<file path="src/rtl/sdram_port_arbiter.sv">
// Round-robin arbiter that lets two requesters share one SDRAM controller port.
// An optional per-requester lock keeps ownership across transactions, bounded by LOCK_MAX.
module sdram_port_arbiter #(
    parameter int ADDR_W   = 25,
    parameter int LOCK_MAX = 16
) (
    input  logic              clk,
    input  logic              rst,
    input  logic              r0_valid,
    input  logic              r0_lock,
    input  logic [ADDR_W-1:0] r0_addr,
    input  logic [31:0]       r0_wdata,
    input  logic [3:0]        r0_wstrb,
    output logic              r0_ready,
    output logic [31:0]       r0_rdata,
    input  logic              r1_valid,
    input  logic              r1_lock,
    input  logic [ADDR_W-1:0] r1_addr,
    input  logic [31:0]       r1_wdata,
    input  logic [3:0]        r1_wstrb,
    output logic              r1_ready,
    output logic [31:0]       r1_rdata,
    output logic              m_valid,
    output logic [ADDR_W-1:0] m_addr,
    output logic [31:0]       m_wdata,
    output logic [3:0]        m_wstrb,
    input  logic              m_ready,
    input  logic [31:0]       m_rdata,
    output logic              busy,
    output logic              grant_id,
    output logic [1:0]        state_dbg
);
    // Handshake: a requester holds valid and a stable payload until its one-cycle
    // ready pulse; valid still high on the following cycle is a new request.
    localparam int CNT_W = $clog2(LOCK_MAX + 1);
    localparam logic [CNT_W-1:0] LOCK_LIM = CNT_W'(LOCK_MAX);

    typedef enum logic [1:0] {
        IDLE   = 2'd0,
        ISSUE  = 2'd1,
        LOCKED = 2'd2
    } state_t;

    state_t           state_q, state_d;
    logic             owner_q, owner_d;
    logic             last_q, last_d;
    logic [CNT_W-1:0] hold_q, hold_d;
    logic             load;
    logic             owner_lock;
    logic             owner_valid;

    assign owner_lock  = owner_q ? r1_lock  : r0_lock;
    assign owner_valid = owner_q ? r1_valid : r0_valid;

    always_comb begin
        state_d = state_q;
        owner_d = owner_q;
        last_d  = last_q;
        load    = 1'b0;
        hold_d  = hold_q;
        // hold_cnt runs while ownership is held and saturates at the limit
        if (state_q != IDLE && hold_q != LOCK_LIM) begin
            hold_d = hold_q + 1'b1;
        end
        case (state_q)
            IDLE: begin
                if (r0_valid || r1_valid) begin
                    owner_d = (r0_valid && r1_valid) ? ~last_q : r1_valid;
                    load    = 1'b1;
                    hold_d  = '0;
                    state_d = ISSUE;
                end
            end
            ISSUE: begin
                if (m_ready) begin
                    last_d  = owner_q;
                    state_d = (owner_lock && hold_q < LOCK_LIM) ? LOCKED : IDLE;
                end
            end
            LOCKED: begin
                if (!owner_lock || hold_q >= LOCK_LIM) begin
                    state_d = IDLE;
                end else if (owner_valid) begin
                    load    = 1'b1;
                    state_d = ISSUE;
                end
            end
            default: state_d = IDLE;
        endcase
    end

    always_ff @(posedge clk or posedge rst) begin
        if (rst) begin
            state_q <= IDLE;
            owner_q <= 1'b0;
            last_q  <= 1'b1;
            hold_q  <= '0;
            m_addr  <= '0;
            m_wdata <= '0;
            m_wstrb <= '0;
        end else begin
            state_q <= state_d;
            owner_q <= owner_d;
            last_q  <= last_d;
            hold_q  <= hold_d;
            if (load) begin
                m_addr  <= owner_d ? r1_addr  : r0_addr;
                m_wdata <= owner_d ? r1_wdata : r0_wdata;
                m_wstrb <= owner_d ? r1_wstrb : r0_wstrb;
            end
        end
    end

    assign m_valid   = (state_q == ISSUE);
    assign busy      = (state_q != IDLE);
    assign grant_id  = owner_q;
    assign state_dbg = state_q;

    assign r0_ready = (state_q == ISSUE) && m_ready && !owner_q;
    assign r1_ready = (state_q == ISSUE) && m_ready &&  owner_q;
    assign r0_rdata = m_rdata;
    assign r1_rdata = m_rdata;
endmodule

</file>
<file path="config.mk">
export PLATFORM = sky130hd
export DESIGN_NAME = sdram_port_arbiter
export DESIGN_NICKNAME = d
export VERILOG_FILES = /design/src/rtl/sdram_port_arbiter.sv
export SDC_FILE = /design/constraint.sdc
export NUM_CORES = 1
export LEC_CHECK = 0
export ABC_AREA = 1
export BUFFER_PORTS_ARGS = -buffer_cell sky130_fd_sc_hd__clkbuf_2
export CAP_MARGIN = 25
export CELL_PAD_IN_SITES_DETAIL_PLACEMENT = 1
export CELL_PAD_IN_SITES_GLOBAL_PLACEMENT = 1
export CORE_MARGIN = 2
export CORE_UTILIZATION = 29
export DETAILED_ROUTE_END_ITERATION = 7
export PLACE_DENSITY_LB_ADDON = 0.1
export SYNTH_ARGS = -nofsm -noshare
export SYNTH_HDL_FRONTEND = slang
export SYNTH_SLANG_ARGS = --single-unit
</file>
<file path="constraint.sdc">
create_clock -name clk -period 2.3 [get_ports clk]
set_input_delay 0.345 -clock clk [delete_from_list [all_inputs] [get_ports clk]]
set_output_delay 0.345 -clock clk [all_outputs]
set_load 0.005 [all_outputs]
</file>
==> results.py, run 1 <==
metrics = {
    "die": {
        "dieHeight_um": 129.2,
        "die_x_um": 129.2,
        "start_util": 0.2981,
        "core_area_um2": 15260,
        "num_rows": 45,
        "die_area_um2": 16700,
        "boundaryPins": 293,
    },
    "synthesis": {
        "yosysWarnings": 0,
        "netlist_instances": 600,
        "syn_avg_cell_area_um2": 7.580,
        "ys_types": 28,
        "synth_compound_area_frac": 0.01376,
        "syn_area_um2": 4548,
        "ys_ff_latch": 70,
        "synth_top_family_by_area": "simple AND/OR/NAND/NOR gates",
        "ys_seq_area_frac": 0.3854,
        "synth-simple-area-share": 0.4094,
        "synth_xor_area_frac": 0.005777,
        "synthesis.nets": 763,
        "synthAdderAreaFrac": 0.005502,
        "muxShareOfSynthArea": 0,
    },
    "worst_setup_path": {
        "crit_type": "register to primary output",
        "critPathMaxStageDelay_ns": 0.41,
        "worstPathArrival_ns": 1.46,
        "r2r_cells": 8,
        "critPathCaptureType": "primary output",
        "reg2reg_from": "state_dbg[1]",
        "crit_fanout": 4,
        "r2r_end": "m_addr[6]",
        "worstPathCellList": "inv_1, nor2_1, nand2_1, nor2_1, clkbuf_2",
        "ff2ff_setup_slack_ns": 0.57,
        "required_ns": 1.96,
        "cpMostUsedCell": "nor2_1",
        "startpoint_type": "register",
        "cp_slowest_cell": "dfrtp_1",
    },
    "detailed_routing": {
        "ant_nets": 0,
        "drt_iter0_drc": 141,
        "drt-total-wl_um": 14130,
        "via_count": 4193,
        "drc": 0,
        "viasPerCell": 4.504,
        "first_pass_iters": 4,
        "wl_per_cell_um": 15.17,
    },
    "sta": {
        "fmax_ghz": 0.5551,
        "rsz0062_at_grt": "false",
        "timing.final.hold_violations": 0,
        "worst_pin_slew_ns": 0.6602,
        "period_needed_ns": 1.802,
        "fin_crit_sh": 0.7833,
        "setup_violations": 0,
        "setup_tns_ns": 0,
        "slew_headroom": 0.5599,
        "finClkSkew_ns": 0.008488,
        "drv_slew": 0,
    },
    "grt": {
        "met2_usage": 0.3028,
        "grt_use_met1": 0.2005,
        "gr-total-overflow": 0,
        "grt_pass1_wl_um": 22500,
        "grt_max_degree": 62,
        "busiest_layer": "met2",
        "grt_pass1_vias": 4508,
        "grt_use_total": 0.1705,
        "antenna_found_initial": 0,
        "use_met3": 0.03675,
    },
    "cells_and_area": {
        "instances_no_fill": 931,
        "diodes": 0,
        "multiInputGateArea_um2": 1976,
        "drive_above_1_share": 0.4069,
        "nets": 878,
        "nFillCells": 1957,
        "regArea_um2": 1753,
        "syn_to_final_growth_pct": 18.87,
    },
    "placed_design": {
        "place.gp.congestion": 0.7499,
        "portBuffers": 196,
        "dp_hpwl_um": 10210,
        "dp_cells": 915,
    },
    "clock_network": {
        "cts_buffers": 9,
        "cts_root_buf": "clkbuf_16",
        "cts_resized": 0,
        "hold_buffers": 0,
        "clkTransAtPathRegs_ns": 0.06,
        "post_cts.repair.setup_buffers": 0,
        "cts_tree": "yes",
        "htree_levels": 3,
        "clkSinkCount": 70,
        "cts_buffer_depth": 2,
        "insertion_delay_ns": 0.33,
    },
    "power_and_ir_drop": {
        "ir_drop_v": 0.0004752,
        "p_total_mw": 7.576,
        "leakagePower_nw": 3.145,
        "p_per_area_nw_per_um2": 1401,
    },
    "flow_run": {
        "drv_cap": 0,
    },
    "worst_hold_path": {
        "hold_path_class": "primary input to asynchronous set/reset pin",
    },
    "outcome": {
        "outcome": "completed",
    },
}
[cell type report]
class / instances / share of cell area
inverter: 15 / 0.01065
clock buffer: 11 / 0.04305
multi-input combinational: 414 / 0.3654
tap: 211 / 0.04883
sequential: 70 / 0.3242
timing repair buffer: 205 / 0.1986
clock inverter: 5 / 0.009257
[worst max-delay path: cells and delay by family (launching register included)]
| kind | cells | cell delay [ns] |
|---|---|---|
| buffers and inverters | 2 | 0.21 |
| flip-flops | 1 | 0.41 |
| AND/OR/NAND/NOR | 3 | 0.50 |
[synthesized netlist by cell type, drive strengths merged]
library cell / number / area share
buf: 100 / 0.17
clkbuf: 1 / 0.00082
nor2: 6 / 0.0061
dfstp: 1 / 0.0058
inv: 15 / 0.012
xor2: 1 / 0.0019
o22ai: 1 / 0.0014
o21ai: 3 / 0.0033
xnor2: 2 / 0.0039
o211ai: 1 / 0.0017
or2: 1 / 0.0014
nand4: 1 / 0.0047
nand3: 127 / 0.14
nand2: 263 / 0.26
a21oi: 6 / 0.0074
ha: 2 / 0.0055
dfrtp: 69 / 0.38
[sequential cells by signal, summed over array words and instances, names as in the netlist]
name and cells:
hold_q 5, last_q 1, m_wstrb 4, grant_id 1, m_addr 25, state_dbg 2, m_wdata 32
[placed cells by master (no fill, tap or decap), types with 2 or more instances in the layout]
| cell | instances |
|---|---|
| buf_4 | 7 |
| nand3_1 | 126 |
| clkbuf_1 | 2 |
| nor2_1 | 4 |
| buf_12 | 2 |
| nor2_2 | 2 |
| ha_1 | 2 |
| clkbuf_16 | 9 |
| xnor2_1 | 2 |
| a21oi_1 | 5 |
| o21ai_1 | 2 |
| inv_2 | 3 |
| nand2_1 | 199 |
| dfrtp_1 | 69 |
| nand2_2 | 62 |
| clkinv_2 | 5 |
| inv_1 | 11 |
| clkbuf_2 | 196 |
[per-layer routing]
metal / up-vias / share of wire
met5: - / 0
met1: 1947 / 0.43
met4: 0 / 0.020
met2: 137 / 0.49
li1: 2071 / -
met3: 38 / 0.059
[power breakdown]
| part | leakage [nW] | internal (mW) | switching (mW) |
|---|---|---|---|
| registers | 0.873 | 1.83 | 0.347 |
| clock network | 0.143 | 0.832 | 0.515 |
| logic | 2.13 | 1.46 | 2.59 |
| total | 3.15 | 4.12 | 3.45 |
[cell families (layout without fill, tap and decap cells)]
logic type      count (synthesis)  count (layout)
buf+inv                       116             236
compound gates                 11              11
fa+ha+maj                       2               2
simple gates                  398             398
flops                          70              70
xor+xnor                        3               3
[through the flow]
step | hold slack, ns | worst slack (ns) | util | area [µm²]
3_3_place_gp | 0.4294 | 0.5819 | 0.3358 | 5124
5_1_grt | 0.1033 | 0.3493 | 0.3543 | 5406
2_1_floorplan | 0.4524 | 0.1884 | - | 4548
4_1_cts | 0.08132 | 0.4601 | 0.3543 | 5406
3_5_place_dp | 0.4355 | 0.5440 | 0.3358 | 5124
6_report | 0.05815 | 0.4985 | 0.3543 | 5406
[worst max path at each step]
stage | startpoint | to | cells after the start
2_1_floorplan | rst | grant_id | 1
3_5_place_dp | r1_valid | m_addr[6] | 8
3_3_place_gp | r1_valid | m_addr[6] | 8
4_1_cts | state_dbg[0] | r0_ready | 5
6_report | state_dbg[0] | r0_ready | 5
5_1_grt | state_dbg[0] | r0_ready | 5
No activity file was read; power rests on OpenSTA's default activity.
==> inputs of run 2 (changes only) <==
--- a/config.mk
+++ b/config.mk
@@ -5,7 +5,7 @@
 export SDC_FILE = /design/constraint.sdc
 export NUM_CORES = 1
 export LEC_CHECK = 0
-export ABC_AREA = 1
+export ABC_AREA = 0
 export BUFFER_PORTS_ARGS = -buffer_cell sky130_fd_sc_hd__clkbuf_2
 export CAP_MARGIN = 25
 export CELL_PAD_IN_SITES_DETAIL_PLACEMENT = 1
==> constraint.sdc (replaced) <==
create_clock -name clk -period 1.8 [get_ports clk]
set_input_delay 0.27 -clock clk [delete_from_list [all_inputs] [get_ports clk]]
set_output_delay 0.27 -clock clk [all_outputs]
set_load 0.005 [all_outputs]
==> results.py, run 2 <==
metrics = {
    "synthesis": {
        "syn_area_um2": 4153,
        "yosysMostFrequentCell": "buf_4",
        "synth_edf_count": 0,
        "synth_top_family_by_area": "buffers and inverters",
        "synth-simple-area-share": 0.09069,
        "synth_area_leaders": "dfrtp_1 (42%), mux2i_1 (15%), buf_4 (13%)",
        "yosys_most_used_dff": "dfrtp_1",
        "synthesis.nets": 551,
        "synthAdderAreaFrac": 0.006026,
        "synth_commonest_cells": "buf_4 (71), dfrtp_1 (69), nor2_1 (68)",
        "syn_avg_cell_area_um2": 10.70,
        "ys_ff_latch": 70,
        "netlist_instances": 388,
        "yosysTopAreaCell": "dfrtp_1",
        "netlist.area_leader.share": 0.4158,
        "muxShareOfSynthArea": 0.1522,
        "ys_types": 35,
        "async_flop_share": 1.000,
        "ys_seq_area_frac": 0.4221,
        "yosysWarnings": 0,
        "synth_xor_area_frac": 0.006327,
        "synth_compound_area_frac": 0.1455,
    },
    "grt": {
        "gr-total-overflow": 0,
        "antenna_found_initial": 0,
        "grt_pass1_wl_um": 17410,
        "grt_pass1_vias": 3401,
        "grt_use_total": 0.1509,
        "grt_max_degree": 62,
    },
    "detailed_routing": {
        "via_count": 3223,
        "first_pass_iters": 2,
        "ant_nets": 0,
        "drc": 0,
        "drt_iter0_drc": 62,
        "viasPerCell": 4.446,
        "drt-total-wl_um": 11610,
        "wl_per_cell_um": 16.02,
    },
    "die": {
        "dieHeight_um": 123.7,
        "boundaryPins": 293,
        "num_rows": 43,
        "core_area_um2": 13930,
        "start_util": 0.2980,
        "die_area_um2": 15290,
        "die_x_um": 123.7,
    },
    "cells_and_area": {
        "drive_above_1_share": 0.6202,
        "top_regs": "m_wdata x32, m_addr x25, hold_q x5",
        "syn_to_final_growth_pct": 33.93,
        "top_register": "m_wdata",
        "largest_register_ffs": 32,
        "nets": 705,
        "diodes": 0,
        "nFillCells": 1627,
        "layout_common_cells": "clkbuf_2 (196), dfrtp_1 (69), nor2_1 (67), a21oi_2 (59), mux2i_1 (33)",
        "final_util": 0.3991,
        "mostFrequentLayoutCell": "clkbuf_2",
    },
    "power_and_ir_drop": {
        "p_clk_frac": 0.156,
        "p_comb_frac": 0.571,
        "p_switching_mw": 3.891,
        "intPower_mw": 6.330,
        "leakagePower_nw": 2.629,
        "switching_share": 0.3807,
        "p_per_area_nw_per_um2": 1838,
        "p_seq_frac": 0.273,
        "ir_drop_v": 0.0004883,
    },
    "sta": {
        "drv_slew": 0,
        "fmax_ghz": 0.5576,
        "setup_violations": 0,
        "slew_headroom": 0.7643,
        "setup_tns_ns": 0,
        "period_needed_ns": 1.793,
        "timing.final.hold_violations": 0,
        "worst_pin_slew_ns": 0.3536,
        "rsz0062_at_grt": "true",
        "fin_crit_sh": 0.9962,
        "finClkSkew_ns": 0.002761,
    },
    "flow_run": {
        "drv_cap": 0,
    },
    "clock_network": {
        "clkTransAtPathRegs_ns": 0.05,
        "insertion_delay_ns": 0.33,
        "cts_buffers": 9,
        "cts_tree": "yes",
        "clkSinkCount": 70,
        "htree_levels": 3,
        "cts_root_buf": "clkbuf_16",
        "cts_buffer_depth": 2,
    },
    "worst_setup_path": {
        "startpoint_type": "register",
        "crit_fanout": 19,
        "ff2ff_setup_slack_ns": 0.007,
        "crit_type": "register to register",
        "required_ns": 2.02,
        "worstPathArrival_ns": 2.01,
        "critPathCaptureType": "register",
        "r2r_cells": 6,
    },
    "placed_design": {
        "portBuffers": 196,
        "dp_hpwl_um": 8800,
        "place.gp.congestion": 0.7381,
    },
    "outcome": {
        "outcome": "completed",
    },
    "worst_hold_path": {
        "holdPathStages": 3,
        "hold_path_class": "primary input to register",
    },
}
run 2: power by group through the flow:
stage               logic, mW  registers [mW]  clock network (mW)
finish                   5.84            2.79                1.60
floorplan                3.53            2.81                   0
global route             6.38            2.90                1.74
CTS                      5.35            2.80                1.66
global placement         5.03            2.79                   0
detailed placement       5.13            2.82                   0
run 2: cells by family after synthesis:
family                   Yosys count
AND/OR/NAND/NOR                   86
XOR/XNOR                           3
multiplexers                      63
buffers and inverters             92
AO/OA/AOI/OAI                     72
flip-flops                        70
adder cells (fa/ha/maj)            2
run 2: critical path, cell delays in order (launching register included):
cell	delay, ns
dfrtp_1	0.37
or3b_1	0.38
a22oi_2	0.18
buf_12	0.18
buf_16	0.19
mux2i_2	0.26
a21oi_2	0.07
run 2: path summary, 6_finish.rpt:
check	from	to
setup / recovery	state_dbg[1]	m_addr[5]
min in group asynchronous	rst	m_addr[1]
hold / removal	r1_wdata[29]	m_wdata[29]
hold reg to reg	hold_q[3]	hold_q[3]
max in group asynchronous	rst	last_q
setup reg to reg	state_dbg[1]	m_addr[5]
run 2: repair_timing:
| item | CTS | global route |
|---|---|---|
| hold buffers | 1 | 0 |
| gates resized for setup | 8 | 38 |
| endpoints found under the setup margin | 50 | 59 |
| endpoints found under the hold margin | 9 | 0 |
| cloned | 1 | 2 |
| pin swaps | 1 | 1 |
| buffers inserted | 2 | 4 |
run 2: layer usage:
metal / vias up / routed length, µm / track usage
met5: - / 0 / 0
met4: 0 / 347 / 0.08239
met3: 36 / 1041 / 0.05220
met2: 126 / 5580 / 0.2452
met1: 1512 / 4642 / 0.1742
li1: 1549 / - / -
run 2: through the flow:
stage	area [µm²]	hold slack, ns	total power, mW	std cells	setup WS, ns
global route	5562	0.2219	11.02	725	-0.05618
floorplan	4161	0.4391	6.343	388	0.01716
detailed placement	4959	0.2200	7.954	701	-0.05053
finish	5562	0.2287	10.22	725	0.006751
global placement	4959	0.2211	7.815	701	-0.03178
CTS	5303	0.2254	9.811	719	-0.002894
run 2: layout make-up:
class	instances	area [µm²]	area share
clock buffers	12	246.5	0.04432
inverters	4	18.77	0.003375
repair buffers	231	1468	0.2639
clock inverters	2	10.01	0.001800
well taps	180	225.2	0.04049
flip-flops and latches	70	1753	0.3152
multi-input cells	226	1841	0.3309
